$ cat src/rtl/sram_controller_pkg.sv
// Shared constants and types for the MEM-stage SRAM controller.
package sram_controller_pkg;

  // Controller FSM states, 2-bit encoding.
  typedef enum logic [1:0] {
    ST_IDLE = 2'd0,
    ST_LOW  = 2'd1,
    ST_HIGH = 2'd2,
    ST_DONE = 2'd3
  } state_t;

  localparam logic [31:0] BASE_ADDR_DEF   = 32'd1024;
  localparam int          WAIT_CYCLES_DEF = 2;
  localparam int          SRAM_ADDR_W_DEF = 18;

  // Word index relative to the SRAM window; unsigned subtract so
  // addresses below the base wrap instead of faulting.
  function automatic logic [31:0] word_index(input logic [31:0] addr,
                                             input logic [31:0] base);
    logic [31:0] diff;
    diff = addr - base;
    return {2'b00, diff[31:2]};
  endfunction

endpackage

$ cat src/rtl/sram_controller_if.sv
// MEM-stage data request/response bundle.
// master = pipeline MEM stage, slave = memory controller.
interface sram_controller_if;
  logic        rd_en;
  logic        wr_en;
  logic [31:0] address;
  logic [31:0] write_data;
  logic [31:0] read_data;
  logic        ready;

  modport master (
    output rd_en, wr_en, address, write_data,
    input  read_data, ready
  );

  modport slave (
    input  rd_en, wr_en, address, write_data,
    output read_data, ready
  );
endinterface

$ cat src/rtl/sram_wait_counter.sv
// Per-halfword wait counter: counts cycles spent in one SRAM access.
module sram_wait_counter #(
  parameter int WAIT_CYCLES = 2,
  localparam int CW = $clog2(WAIT_CYCLES) + 1
) (
  input  logic clk,
  input  logic rst,
  input  logic clear,
  input  logic en,
  output logic done
);

  logic [CW-1:0] cnt;

  // Count while enabled; clear wins so the count never runs past the last cycle.
  always_ff @(posedge clk or negedge rst) begin
    if (!rst)       cnt <= '0;
    else if (clear) cnt <= '0;
    else if (en)    cnt <= cnt + 1'b1;
  end

  assign done = (cnt == CW'(WAIT_CYCLES - 1));

endmodule

$ cat src/rtl/sram_controller.sv
// MEM-stage memory responder: splits each 32-bit word access into two
// 16-bit accesses on an asynchronous SRAM, low half first.
module sram_controller
  import sram_controller_pkg::*;
#(
  parameter logic [31:0] BASE_ADDR   = BASE_ADDR_DEF,
  parameter int          WAIT_CYCLES = WAIT_CYCLES_DEF,
  parameter int          SRAM_ADDR_W = SRAM_ADDR_W_DEF
) (
  input  logic                   clk,
  input  logic                   rst,
  sram_controller_if.slave       mem,
  output logic [SRAM_ADDR_W-1:0] sram_addr,
  output logic [15:0]            sram_dq_out,
  input  logic [15:0]            sram_dq_in,
  output logic                   sram_dq_oe,
  output logic                   sram_we_n
);

  state_t                 state;
  logic                   op_wr;
  logic [SRAM_ADDR_W-2:0] word_q;
  logic [31:0]            wdata_q;
  logic [31:0]            rdata_q;
  logic [31:0]            word_in;
  logic                   req;
  logic                   cnt_en;
  logic                   cnt_clr;
  logic                   cnt_done;
  logic                   unused_word;

  assign req         = mem.rd_en | mem.wr_en;
  assign word_in     = word_index(mem.address, BASE_ADDR);
  // Bits above the SRAM window are dropped: out-of-range addresses wrap.
  assign unused_word = ^word_in[31:SRAM_ADDR_W-1];

  // Counter runs only inside a halfword access and restarts on each state change.
  assign cnt_en  = (state == ST_LOW) || (state == ST_HIGH);
  assign cnt_clr = ~cnt_en | cnt_done;

  sram_wait_counter #(.WAIT_CYCLES(WAIT_CYCLES)) u_wait (
    .clk   (clk),
    .rst   (rst),
    .clear (cnt_clr),
    .en    (cnt_en),
    .done  (cnt_done)
  );

  // ready is combinational so the stall releases in the DONE cycle itself.
  assign mem.ready     = (state == ST_DONE) || ((state == ST_IDLE) && !req);
  assign mem.read_data = rdata_q;

  // Access FSM; SRAM pins are registered and set up on the transition into
  // each halfword so they are stable for the whole access window.
  always_ff @(posedge clk or negedge rst) begin
    if (!rst) begin
      state       <= ST_IDLE;
      op_wr       <= 1'b0;
      word_q      <= '0;
      wdata_q     <= '0;
      rdata_q     <= '0;
      sram_addr   <= '0;
      sram_dq_out <= '0;
      sram_dq_oe  <= 1'b0;
      sram_we_n   <= 1'b1;
    end else begin
      case (state)
        ST_IDLE: begin
          if (req) begin
            // Latch the request; later input changes cannot disturb the access.
            // Write wins when both strobes are raised.
            state       <= ST_LOW;
            op_wr       <= mem.wr_en;
            word_q      <= word_in[SRAM_ADDR_W-2:0];
            wdata_q     <= mem.write_data;
            sram_addr   <= {word_in[SRAM_ADDR_W-2:0], 1'b0};
            sram_dq_out <= mem.write_data[15:0];
            sram_dq_oe  <= mem.wr_en;
            sram_we_n   <= ~mem.wr_en;
          end
        end
        ST_LOW: begin
          if (cnt_done) begin
            state       <= ST_HIGH;
            sram_addr   <= {word_q, 1'b1};
            sram_dq_out <= wdata_q[31:16];
            if (!op_wr) rdata_q[15:0] <= sram_dq_in;
          end
        end
        ST_HIGH: begin
          if (cnt_done) begin
            state      <= ST_DONE;
            sram_dq_oe <= 1'b0;
            sram_we_n  <= 1'b1;
            if (!op_wr) rdata_q[31:16] <= sram_dq_in;
          end
        end
        ST_DONE: state <= ST_IDLE;
        default: state <= ST_IDLE;
      endcase
    end
  end

endmodule

$ cat src/flat_wrapper.sv
// flat-port wrapper written by rule: the top's interface ports become plain ports
module sram_controller_flat import sram_controller_pkg::*;
#(
  parameter logic [31:0] BASE_ADDR   = BASE_ADDR_DEF,
  parameter int          WAIT_CYCLES = WAIT_CYCLES_DEF,
  parameter int          SRAM_ADDR_W = SRAM_ADDR_W_DEF
)
  (clk, rst, sram_addr, sram_dq_out, sram_dq_in, sram_dq_oe, sram_we_n, mem_rd_en, mem_wr_en, mem_address, mem_write_data, mem_read_data, mem_ready);
  sram_controller_if mem_i ();
  input  logic clk;
  input  logic rst;
  output logic [SRAM_ADDR_W-1:0] sram_addr;
  output logic [15:0] sram_dq_out;
  input  logic [15:0] sram_dq_in;
  output logic sram_dq_oe;
  output logic sram_we_n;
  input wire logic [$bits(mem_i.rd_en)-1:0] mem_rd_en;
  input wire logic [$bits(mem_i.wr_en)-1:0] mem_wr_en;
  input wire logic [$bits(mem_i.address)-1:0] mem_address;
  input wire logic [$bits(mem_i.write_data)-1:0] mem_write_data;
  output wire logic [$bits(mem_i.read_data)-1:0] mem_read_data;
  output wire logic [$bits(mem_i.ready)-1:0] mem_ready;
  assign mem_i.rd_en = mem_rd_en;
  assign mem_i.wr_en = mem_wr_en;
  assign mem_i.address = mem_address;
  assign mem_i.write_data = mem_write_data;
  assign mem_read_data = mem_i.read_data;
  assign mem_ready = mem_i.ready;
  sram_controller #(.BASE_ADDR(BASE_ADDR), .WAIT_CYCLES(WAIT_CYCLES), .SRAM_ADDR_W(SRAM_ADDR_W)) u_core (.clk(clk), .rst(rst), .mem(mem_i), .sram_addr(sram_addr), .sram_dq_out(sram_dq_out), .sram_dq_in(sram_dq_in), .sram_dq_oe(sram_dq_oe), .sram_we_n(sram_we_n));
endmodule
$ cat config.mk
export PLATFORM = sky130hd
export DESIGN_NAME = sram_controller_flat
export DESIGN_NICKNAME = d
export VERILOG_FILES = /design/src/rtl/sram_controller_pkg.sv /design/src/rtl/sram_controller_if.sv /design/src/rtl/sram_wait_counter.sv /design/src/rtl/sram_controller.sv /design/src/flat_wrapper.sv
export SDC_FILE = /design/constraint.sdc
export NUM_CORES = 1
export LEC_CHECK = 0
export CAP_MARGIN = 15
export CORE_MARGIN = 1.5
export CORE_UTILIZATION = 51
export CTS_BUF_LIST = sky130_fd_sc_hd__clkbuf_4 sky130_fd_sc_hd__clkbuf_8
export CTS_CLUSTER_SIZE = 40
export DETAILED_ROUTE_END_ITERATION = 8
export PLACE_DENSITY = 0.88
export SYNTH_ARGS = -nofsm -noshare
export SYNTH_HDL_FRONTEND = slang
export SYNTH_SLANG_ARGS = --single-unit
$ cat constraint.sdc
create_clock -name clk -period 3.1 [get_ports clk]
set_input_delay 0.62 -clock clk [delete_from_list [all_inputs] [get_ports clk]]
set_output_delay 0.62 -clock clk [all_outputs]
set_load 0.005 [all_outputs]
Yosys cells after proc, flatten, opt, wreduce, memory -nomap -nowiden
Cells that the tools add are included.
- equality and inequality tests: 7
- reduce and logical (&&, ||, !) cells: 14
- bitwise gates (word level): 5
- $add $sub $neg: 2
- mux-type cells: 18
- operators by type and width (cell ; number):
    $mux W18 ; 2
    $pmux W18 S2 ; 1
    $mux W16 ; 2
    $pmux W16 S2 ; 1
    $sub A19 B11 Y19 const B ; 1
    $reduce_and A3 Y1 ; 5
    $mux W2 ; 5
    $pmux W2 S4 ; 1
    $ne A2 B1 Y1 const B ; 3
    $reduce_bool A2 Y1 ; 3
    $eq A2 B1 Y1 const B ; 2
    $eq A2 B2 Y1 const B ; 2
    $mux W1 ; 4
    $pmux W1 S2 ; 2
    $not A1 Y1 ; 3
    $add A2 B1 Y2 const B ; 1
    $logic_not A2 Y1 ; 1
    $logic_or A1 B1 Y1 ; 2
    $or A1 B1 Y1 ; 2
    $reduce_and A2 Y1 ; 1
    $logic_and A1 B1 Y1 ; 1
    $logic_not A1 Y1 ; 1
- logic and storage cells: 57
- bits in registers: 122
- output and inout port bits: 69
- input bits: 84

Longest topological paths before layout
Gate-level depths: netlist (run 1).
- depth after elaboration: 5
- gate-level depth with buffers: 10
- depth with buffers taken out: 6

Cells and area by module
A second synthesis (run 1) with hierarchy kept.
- cells, all modules: 357
- area total of the unflattened synthesis: 4538.1 µm²
- by module, submodules not included (module ; cells each ; times used ; area each (µm²) ; seq. area each (µm²)):
    sram_controller ; 349 ; 1 ; 4448.0 ; 2603.7
    sram_wait_counter ; 8 ; 1 ; 90.1 ; 50.0

Worst setup path before layout (run 1)
OpenSTA, ideal clock, no wires.
- kind: register to output
- start: register u_core.state[0]
- end: output mem_ready
- data required time: 2.480 ns
- path buffers: 2
- data arrival time: 1.336 ns
- cell stages (with the launch flop): 7
- slack: 1.144 ns
- cell sequence: dfrtp_1 > inv_1 > ha_1 > buf_4 > or3b_1 > buf_2 > nand2b_1
- longest elaborated chain between the ends: 3
- elaborated cells between the ends (all ways): 4
- those cells by class: 1 x eq/ne; 3 x reduce/logical
- RTL lines (element ; RTL line ; text):
    from (decl) ; sram_controller.sv:20 ; state_t state;
    from (signal assigned) ; sram_controller.sv:57 ; state <= ST_IDLE;
    from (signal assigned) ; sram_controller.sv:72 ; state <= ST_LOW;
    from (signal assigned) ; sram_controller.sv:84 ; state <= ST_HIGH;
    $logic_not A2 Y1 ; sram_controller.sv:50 ; assign mem.ready = (state == ST_DONE) || ((state == ST_IDLE) && !req);
    $logic_and A1 B1 Y1 ; sram_controller.sv:50 ;
    $logic_or A1 B1 Y1 (*) ; sram_controller.sv:50 ;
    to (decl) ; flat_wrapper.sv:22 ; output wire logic [$bits(mem_i.ready)-1:0] mem_ready;
Every way passes the cells marked *; elsewhere a longest branch is shown, timed or not.

Worst setup path after layout (run 1)
- start: input mem_wr_en
- end: output mem_ready
- longest elaborated chain between the ends: 4
- RTL lines (element ; RTL line ; text):
    from (decl) ; flat_wrapper.sv:18 ; input wire logic [$bits(mem_i.wr_en)-1:0] mem_wr_en;
    $or A1 B1 Y1 ; sram_controller.sv:32 ; assign req = mem.rd_en | mem.wr_en;
    $logic_not A1 Y1 ; sram_controller.sv:50 ;
    $logic_and A1 B1 Y1 ; sram_controller.sv:50 ;
    $logic_or A1 B1 Y1 ; sram_controller.sv:50 ;
Every way passes these cells.

==> results of run 1 <==
through the flow:
step / cell area (um^2) / utilization (%) / setup slack, ps / total power (uW)
6_report: 6170 / 71.4 / 304 / 6060
5_1_grt: 6170 / 71.4 / 244 / 6510
4_1_cts: 6170 / 71.4 / 303 / 6130
3_5_place_dp: 6000 / 69.5 / 310 / 5380
3_3_place_gp: 6000 / 69.5 / 351 / 5220
2_1_floorplan: 4490 / - / 1140 / 3960
metal layers:
metal  share of wire [%]  wire (um)  vias to the layer above
met4                0.97         95                        0
met2                  49       4820                      113
met3                 6.5        635                       10
met1                  43       4270                     1589
li1                    -          -                     1515
met5                   0          0                        -
synthesized netlist by cell type (all sizes together), types with 2 or more instances:
cell    instances
nand2b          4
o211ai          3
clkbuf          4
nor2           10
a21oi           3
buf            15
ha              7
xor2            2
nand3           3
mux2i          25
a32oi           3
mux2           59
o21ai          44
nand2          43
xnor2           5
dfrtp         105
inv             7
sequential cells by signal, indices dropped and copies added (netlist names):
signal                count
u_core.mem.read_data     32
u_core.op_wr              1
u_core.sram_addr         18
u_core.sram_dq_oe         1
u_core.sram_dq_out       16
u_core.sram_we_n          1
u_core.state              2
u_core.u_wait.cnt         2
u_core.wdata_q           16
u_core.word_q            17
logic make-up after synthesis:
| family | count (synthesis) | share of synthesized area, % |
|---|---|---|
| buf+inv | 26 | 3.09 |
| simple gates | 68 | 6.74 |
| flops | 106 | 59.1 |
| fa+ha+maj | 7 | 1.95 |
| mux | 84 | 20.4 |
| xor+xnor | 7 | 1.37 |
| compound gates | 58 | 7.38 |
final cells by class:
class,count,area (um^2)
Tap cell,108,135
Clock inverter,5,32.5
Multi-Input combinational cell,224,1720
Timing Repair Buffer,147,1470
Sequential cell,106,2650
Inverter,7,26.3
Fill cell,610,2470
Clock buffer,10,131
power groups by stage:
stage	sequential, uW	combinational [uW]	clock, uW
after floorplan	2460	1500	0
after global placement	2430	2790	0
after detailed placement	2490	2890	0
after CTS	2460	2900	768
after global routing	2540	3150	819
final	2460	2860	745
final timing paths:
path | cells past startpoint | end | from
max in group asynchronous | 2 | u_core.mem.read_data[13] | rst
hold / removal | 1 | u_core.mem.read_data[8] | rst
hold reg to reg | 1 | u_core.u_wait.cnt[0] | u_core.u_wait.cnt[0]
min in group clk | 1 | u_core.u_wait.cnt[0] | u_core.u_wait.cnt[0]
setup reg to reg | 4 | u_core.mem.read_data[20] | u_core.state[0]
setup / recovery | 4 | mem_ready | mem_wr_en
cells in the final DEF (no fill, tap or decap):
cell	synthesis	routed
nor4_2	1	1
mux2i_1	25	25
clkbuf_4	0	1
dfrtp_1	105	105
dfstp_2	1	1
o21ai_0	41	41
o21ai_4	0	1
ha_1	7	6
nor2_1	10	10
o21ai_1	3	2
and2_1	1	1
inv_1	7	7
nand3b_1	1	1
nand2_1	43	43
o211ai_1	2	2
ha_2	0	1
a21oi_1	3	3
clkinv_2	0	2
nor3_1	1	1
o211a_1	1	1
o2bb2ai_1	1	1
xor2_1	2	2
o211ai_4	0	1
buf_4	1	9
xnor2_1	5	5
a32oi_1	3	3
a22oi_1	1	1
clkbuf_8	0	9
o21a_1	1	1
nand2b_1	4	4
clkdlybuf4s50_1	0	136
or2_2	1	1
nor3b_1	1	1
a22o_1	1	1
clkinvlp_4	0	3
buf_12	0	2
nand3_1	3	3
or4b_1	1	1
mux2_2	59	59
or3b_1	1	1
==> flow_summary.ini, run 1 <==
[outcome]
outcome = complete, no violations

[floorplanning]
start_util_pct = 52.0
die_x_um = 96.8
io_pins = 153
die_h_um = 96.8
die_area_um2 = 9380
core_area_um2 = 8640
row_count = 34

[pwr]
power.share.sequential_pct = 40.6
power.share.clock_pct = 12.3
powerDensity_nw_per_um2 = 983
peakVddDrop_v = 0.000520
power_leakage_uw = 0.00261
switchingPower_uw = 2000
power_frac_comb_pct = 47.1
p_int_uw = 4070
sw_frac_of_total_pct = 32.9

[clocking]
cts_max_path_buffers = 2
clk_pin_slew_ps = 110
cts_hold_buf = 0
htreeDepth = 3
cts_sinks = 106
cts_resized = 0
clk_latency_ps = 360
post_cts_buffers = 0
numCtsBuffers = 9
cts_tree = done
cts_root_buf = clkbuf_8

[timing]
fmax_mhz = 358
worst_slew_pin_slew_ps = 839
fin_crit_ps = 2800
relSlewSlack_pct = 43.9
finClkSkew_ps = 14.8
fin_setup_tns_ps = 0
rsz0062_at_grt = no
worst_hold_slack_ps = 293
setup_viol = 0
fin_crit_sh_pct = 90.2
hold_viol = 0
drv_slew = 0

[routing]
wl_per_cell_um = 16.2
ant_nets = 0
drt-initial-drc-count = 105
totalWireLength_um = 9830
vias = 3227
dr.pass1.iters = 5
drcViolationCount = 0
via_per_inst = 5.32

[cells_and_area]
drive_above_1_share_pct = 18.2
area_delta_synth_final_pct = 37.4
nets = 586
layout.cells.non_filler = 607
antenna_cells = 0

[worst_setup_path]
crit_path_start_kind = primary input
cpMaxStageDelayCell = clkdlybuf4s50_1
rrSetupSlack_ps = 1020
path_common_cell = clkdlybuf4s50_1
path_delay_family = buffers and inverters
arrival_ps = 2180
crit_path_cell_trace = clkdlybuf4s50_1, or3b_1, nand2b_1, clkdlybuf4s50_1
cp_num_buf_inv = 2
path_max_fanout = 5
critPathMaxStageDelay_ps = 530
worstSetupEndpointType = output pin
crit_required_ps = 2480
critical_path_class = in2out

[yosys]
yosys_warnings = 0
synth_nets = 447
synth.ff_latch_count = 106
synth_area_leader_cell = dfrtp_1
yosysTopAreaCellShare_pct = 58.5
synth_cells = 356
synthArstFlopShare_pct = 100
ys.flop_type = dfrtp_1
ys_seq_area_share_pct = 59.1
syn_area_um2 = 4490
synthTopCellsByArea = dfrtp_1 59%, mux2_2 15%, mux2i_1 5.6%
synth_enable_flop_cells = 0
synth_cell_types = 37
synth_area_per_cell_um2 = 12.6

[worst_hold_path]
hp-class = in2async

[global_routing]
met3_usage_pct = 5.71
grtUsageMet2_pct = 35.6
antenna_found_initial = 0
use_met1_pct = 28.3
top_usage_layer = met2
grt_max_degree = 56
grt_pass1_wl_um = 16400
first_global_vias = 3325
overflow = 0
grt_usage_pct = 21.7

[placed_design]
io_buffers = 137
gp_congestion = 0.823
placedCellCount = 592
dp_hpwl_um = 7280

[run]
maxCapViolCount = 0
(Power assumes the default switching activity.)
==> inputs of run 2 (changes only) <==
--- a/config.mk
+++ b/config.mk
@@ -11,7 +11,7 @@
 export CTS_BUF_LIST = sky130_fd_sc_hd__clkbuf_4 sky130_fd_sc_hd__clkbuf_8
 export CTS_CLUSTER_SIZE = 40
 export DETAILED_ROUTE_END_ITERATION = 8
-export PLACE_DENSITY = 0.88
+export PLACE_DENSITY = 0.92
 export SYNTH_ARGS = -nofsm -noshare
 export SYNTH_HDL_FRONTEND = slang
 export SYNTH_SLANG_ARGS = --single-unit
==> flow_summary.ini, run 2 (synthesis gave the netlist of run 1 again) <==
[floorplanning]
io_pins = 153
die_h_um = 96.8
start_util_pct = 52.0
core_area_um2 = 8640
die_x_um = 96.8
die_area_um2 = 9380
row_count = 34

[routing]
drcViolationCount = 0
vias = 3231
via_per_inst = 5.34
drt-initial-drc-count = 97
wl_per_cell_um = 16.7
totalWireLength_um = 10100
dr.pass1.iters = 4
ant_nets = 0

[worst_setup_path]
arrival_ps = 2240
crit_path_start_kind = flip-flop
critical_path_class = reg2out
worstSetupEndpointType = output pin
path_max_fanout = 9
crit_required_ps = 2480

[global_routing]
met3_usage_pct = 5.64
grt_usage_pct = 21.9
overflow = 0
grtUsageMet2_pct = 37.5
grt_max_degree = 58
antenna_found_initial = 0
top_usage_layer = met2
use_met1_pct = 27.3
first_global_vias = 3279
grt_pass1_wl_um = 16300

[clocking]
clk_pin_slew_ps = 100
numCtsBuffers = 9
htreeDepth = 3
cts_sinks = 106
cts_root_buf = clkbuf_8
clk_latency_ps = 350
cts_max_path_buffers = 2
post_cts_buffers = 0
cts_tree = done

[outcome]
outcome = complete, no violations

[cells_and_area]
ff_latch_area_um2 = 2650
final_common_cell = clkdlybuf4s50_1
final_util_pct = 72.3
multiInputGateArea_um2 = 1720
antenna_cells = 0
area_delta_synth_final_pct = 39.0
fillers = 587
nets = 583
largest_reg_flops = 32
final_cell_mix = 136 x clkdlybuf4s50_1, 105 x dfrtp_1, 59 x mux2_2
drive_above_1_share_pct = 18.1

[placed_design]
dp_hpwl_um = 7350
gp_congestion = 0.770
io_buffers = 137
preCtsSetupSlack_ps = 313

[timing]
fin_setup_tns_ps = 0
rsz0062_at_grt = no
drv_slew = 0
worst_hold_slack_ps = 314
fin_crit_ps = 2860
hold_viol = 0
finClkSkew_ps = 12.4
worst_slew_pin_slew_ps = 817
relSlewSlack_pct = 45.4
finalWorstSetupSlack_ps = 236
fmax_mhz = 349
setup_viol = 0
fin_crit_sh_pct = 92.4

[pwr]
finalPower_uw = 6380
peakVddDrop_v = 0.000457
power_leakage_uw = 0.00264
powerDensity_nw_per_um2 = 1020

[run]
maxCapViolCount = 0

[worst_hold_path]
hp-class = in2async
run 2: critical path, cell delays in order (launching register included):
cell and delay, ps:
dfrtp_1 420, inv_1 150, ha_2 350, or3b_1 400, nand2b_1 80, clkdlybuf4s50_1 500
run 2: cell type report:
class,count,area share (%)
Multi-Input combinational cell,224,27.6
Sequential cell,106,42.5
Clock buffer,12,2.55
Timing Repair Buffer,144,23.2
Inverter,7,0.421
Clock inverter,4,1.56
Tap cell,108,2.17
run 2: what timing repair did:
| action | 4_1_cts | 5_1_grt |
|---|---|---|
| endpoints found under the setup margin | 0 | 1 |
| hold buffers | 0 | 0 |
| resized for setup | 0 | 1 |
| hold endpoints to repair | 0 | 0 |
run 2: final timing paths:
path,startpoint,to,slack [ps],cells past startpoint
max in group asynchronous,rst,u_core.mem.read_data[5],1920,2
hold reg to reg,u_core.u_wait.cnt[0],u_core.u_wait.cnt[0],440,1
setup reg to reg,u_core.state[1],u_core.mem.read_data[11],680,5
hold / removal,rst,u_core.mem.read_data[19],310,1
min in group clk,u_core.u_wait.cnt[0],u_core.u_wait.cnt[0],440,1
setup / recovery,u_core.state[0],mem_ready,240,5
run 2: per-layer routing:
layer | up-vias | routed length [um] | share of wire, %
met4 | 0 | 91 | 0.90
li1 | 1503 | - | -
met5 | - | 0 | 0
met1 | 1606 | 4300 | 43
met2 | 112 | 5060 | 50
met3 | 10 | 634 | 6.3
run 2: per-stage QoR:
step,cells,instance area (um^2)
floorplan,356,4490
global placement,589,5980
detailed placement,589,5980
CTS,605,6240
global route,605,6240
finish,605,6240
run 2: power by group:
group          switching [uW]  internal (uW)
clock network             450            591
logic                    1190           1670
registers                 373           2090
==> RTL change 1, RTL diff (flow settings as in run 1) <==
Set the package constant `WAIT_CYCLES_DEF` to 4 (it was 2).
--- a/src/rtl/sram_controller_pkg.sv
+++ b/src/rtl/sram_controller_pkg.sv
@@ -10,7 +10,7 @@
   } state_t;
 
   localparam logic [31:0] BASE_ADDR_DEF   = 32'd1024;
-  localparam int          WAIT_CYCLES_DEF = 2;
+  localparam int          WAIT_CYCLES_DEF = 4;
   localparam int          SRAM_ADDR_W_DEF = 18;
 
   // Word index relative to the SRAM window; unsigned subtract so
Formal check against the unedited RTL: not equivalent (Yosys sat finds a counterexample within 4 cycles, from zero or initial values and one cycle with rst low).
==> RTL change 1 against run 1 <==
  * Design area increased by 1.0%
  * Wire length increased by 6.1%
  * Total power increased by 1.7%
  * Core utilization increased by 0.37 points
  * Sequential cell count increased by 1
  * Worst setup slack improved by 9.0 ps
  * Clock power increased by 13%
  * Area after synthesis increased by 1.6%
  * Largest cell class unchanged
  * Largest power group unchanged
  * Highest routed layer unchanged
==> RTL change 1: results (changes against run 1) <==
Status
  • Status: finished clean (unchanged)

Route
  • Met3 wire length: 699 um (was 635 um)
  • DR pass1 iterations: 4 (was 5)
  • Iteration-0 DRC Markers: 118 (was 105)
  • Drt wl/cell: 17.2 um (was 16.2 um)
  • DR vias/cell: 5.36 (was 5.32)
  • Met2 Wirelength: 5180 um (was 4820 um)

Pwr
  • Power Clock: 843 uW (was 745 uW)
  • Max rail drop VDD: 0.000581 V (was 0.000520 V)
  • Power Density: 989 nW/um^2 (was 983 nW/um^2)

Placement
  • Final Wtd Congestion: 0.839 (was 0.823)
  • Dpl hpwl: 7570 um (was 7280 um)

GRT
  • M2 GR Usage: 39.6% (was 35.6%)
  • Met1 Use GR: 28.4% (was 28.3%)
  • M3 GR Usage: 6.12% (was 5.71%)
  • Global Route Usage Sum: 22.9% (was 21.7%)
  • Vias in the first global route: 3447 (was 3325)
  • Largest net degree at the start of global routing: 61 (was 56)

Critical path
  • Critical R2R Launch: u_core.state[1] (was u_core.state[0])
  • Worst R2R Path Depth: 5 (was 4)

Timing
  • Clock Skew: 9.33 ps (was 14.8 ps)
  • WHS: 112 ps (was 293 ps)
  • Slew Limit Headroom: 41.5% (was 43.9%)
  • Slew @ Worst Pin: 875 ps (was 839 ps)

Yosys
  • Top post-synthesis cells by count: 106 x dfrtp_1, 58 x mux2_2, 41 x nand2_1 (was 105 x dfrtp_1, 59 x mux2_2, 43 x nand2_1)
  • Register area share after synthesis: 58.7% (was 59.1%)
[RTL change 1: changes by cell type after synthesis, sizes merged]
cell          run 1  this run
or4               0         1
mux2i            25        26
nand3             3         2
xnor2             5         6
dfrtp           105       106
xor2              2         1
nor4              1         2
o21ai            44        43
ha                7         8
inv               7         8
nand2            43        41
[RTL change 1: logic make-up (layout without fill, tap and decap cells)]
kind of cell / count (synthesis) / in the layout / synth area share [%]
compound gates: 57 / 57 / 7.35
xor+xnor: 7 / 7 / 1.34
fa+ha+maj: 8 / 8 / 2.19
buf+inv: 27 / 168 / 3.29
flops: 107 / 107 / 58.7
mux: 85 / 85 / 20.3
simple gates: 67 / 67 / 6.80
[RTL change 1: layout make-up]
type                    instances  area [sq um]
flip-flops and latches        107          2680
multi-input cells             224          1750
clock inverters                 7          67.6
repair buffers                144          1450
clock buffers                   9           124
fillers                       619          2450
well taps                     108           135
inverters                       8          30.0
[RTL change 1: critical path, delay by kind of cell]
family	cells	cell delay [ps]
buf+inv	2	1020
simple gates	2	520
==> RTL change 2, RTL diff (flow settings as in run 1) <==
Without the edit above. The 4 states of `state_t` get a Gray code encoding in 2 bits.
--- a/src/rtl/sram_controller_pkg.sv
+++ b/src/rtl/sram_controller_pkg.sv
@@ -3,10 +3,10 @@
 
   // Controller FSM states, 2-bit encoding.
   typedef enum logic [1:0] {
-    ST_IDLE = 2'd0,
-    ST_LOW  = 2'd1,
-    ST_HIGH = 2'd2,
-    ST_DONE = 2'd3
+    ST_IDLE = 2'b00,
+    ST_LOW  = 2'b01,
+    ST_HIGH = 2'b11,
+    ST_DONE = 2'b10
   } state_t;
 
   localparam logic [31:0] BASE_ADDR_DEF   = 32'd1024;
Function: same outputs for any inputs over 10 cycles, from zero or initial values and one cycle with rst low; not proved beyond that.
==> RTL change 2 against run 1 <==
  * Design area decreased by 0.55%
  * First-iteration DRC count decreased by 2.9%
  * Sequential cell count unchanged
  * Worst setup slack improved by 100 ps
  * Area after synthesis decreased by 0.25%
  * Maximum frequency increased by 3.8%
  * Total power decreased by 3.3%
  * Wire length about the same
  * Register-to-register slack improved by 100 ps
  * Critical endpoint unchanged
  * Highest routed layer unchanged
==> RTL change 2: results (changes against run 1) <==
GRT
  • First-pass GRT wire length: 16500 um (was 16400 um)
  • Vias in the first global route: 3408 (was 3325)
  • Largest net degree at the start of global routing: 59 (was 56)

Route
  • Via count: 3207 (was 3227)
  • DR pass1 iterations: 4 (was 5)
  • Iteration-0 DRC Markers: 102 (was 105)

Critical path
  • Critical R2R Launch: u_core.u_wait.cnt[1] (was u_core.state[0])
  • Worst R2R End: u_core.sram_addr[9] (was u_core.mem.read_data[20])
  • R2R Setup Slk: 1120 ps (was 1020 ps)

Finish
  • Ratio of cells with drive above 1 in the final layout: 18.6% (was 18.2%)
  • Fillers: 594 (was 610)
  • Nets: 576 (was 586)

Yosys
  • Xor and xnor area share after synthesis: 1.37% (about the same)
  • Top FF cell, synth: dfrtp_1 (unchanged)
  • Mux contribution to synthesized area: 19.9% (was 20.4%)
  • Register area share after synthesis: 59.2% (was 59.1%)
  • Post-Synth Adder-Cell Area: 0.559% (was 1.95%)
  • Top post-synthesis cells by area: dfrtp_1 59%, mux2_2 15%, mux2i_1 5.4% (was dfrtp_1 59%, mux2_2 15%, mux2i_1 5.6%)
  • Top post-synthesis cells by count: 105 x dfrtp_1, 58 x mux2_2, 46 x nand2_1 (was 105 x dfrtp_1, 59 x mux2_2, 43 x nand2_1)
  • Syn Nets: 444 (was 447)
  • Synth Area in Compound Gates: 6.96% (was 7.38%)

Pwr
  • Leakage: 0.00261 uW (about the same)
  • Sw Pwr: 1910 uW (was 2000 uW)
  • Max rail drop VDD: 0.000487 V (was 0.000520 V)

Timing
  • Tmin final: 2690 ps (was 2800 ps)
  • Slew @ Worst Pin: 706 ps (was 839 ps)
  • Clock Skew: 14.3 ps (was 14.8 ps)

Status
  • Status: finished clean (unchanged)

Placement
  • Final Wtd Congestion: 0.774 (was 0.823)
## RTL change 2: changes by cell type in the layout (fill, tap and decap cells not counted), moves of 3 or more
cell | before | now
inv_1 | 7 | 4
o21ai_1 | 2 | 5
a32oi_1 | 3 | 0
o21ai_0 | 41 | 34
nand2_1 | 43 | 46
ha_1 | 6 | 2
or3_2 | 0 | 3
buf_4 | 9 | 3
a21oi_1 | 3 | 8
## RTL change 2: how the worst min path moves through the flow
stage,startpoint,to,slack (ps),cells past startpoint
after global routing,rst,u_core.mem.read_data[19],350,1
after floorplan,rst,u_core.mem.read_data[0],320,0
after CTS,rst,u_core.mem.read_data[19],320,1
after global placement,u_core.u_wait.cnt[0],u_core.u_wait.cnt[0],420,1
final,rst,u_core.mem.read_data[19],300,1
after detailed placement,u_core.u_wait.cnt[0],u_core.u_wait.cnt[0],430,1
## RTL change 2: power by group through the flow
stage / registers (uW) / clock network (uW) / logic [uW]
floorplan: 2430 / 0 / 1350
global placement: 2440 / 0 / 2540
detailed placement: 2500 / 0 / 2650
CTS: 2470 / 806 / 2650
global route: 2560 / 869 / 2830
finish: 2470 / 784 / 2610
## RTL change 2: layout make-up
cell class	instances	area [sq um]	share of cell area [%]
clock buffer	10	131	2.14
clock inverter	6	50.0	0.816
inverter	4	15.0	0.245
multi-input combinational	228	1730	28.1
sequential	106	2650	43.3
tap	108	135	2.20
timing repair buffer	141	1420	23.2
## RTL change 2: worst max-delay path, stage by stage
cell	delay, ps
clkdlybuf4s50_1	550
nor2_1	190
nor2_1	50
nor2_1	140
clkdlybuf4s50_1	520
## RTL change 2: logic make-up after synthesis
group           count (synthesis)
flops                         106
buf+inv                        24
compound gates                 56
simple gates                   81
mux                            82
xor+xnor                        7
fa+ha+maj                       2
## RTL change 2: metrics by stage
step,hold WS (ps),instances,util (%)
floorplan,324,358,-
global placement,420,587,69.3
detailed placement,430,587,69.3
CTS,316,603,71.4
global route,350,603,71.4
finish,299,603,71.4
## RTL change 2: metal layers
metal  GRT usage, %  wire length (um)  vias to the layer above
li1               -                 -                     1511
met1           26.9              3960                     1593
met2           38.0              5220                       87
met3           4.19               393                       16
met4           9.14               246                        0
met5              0                 0                        -
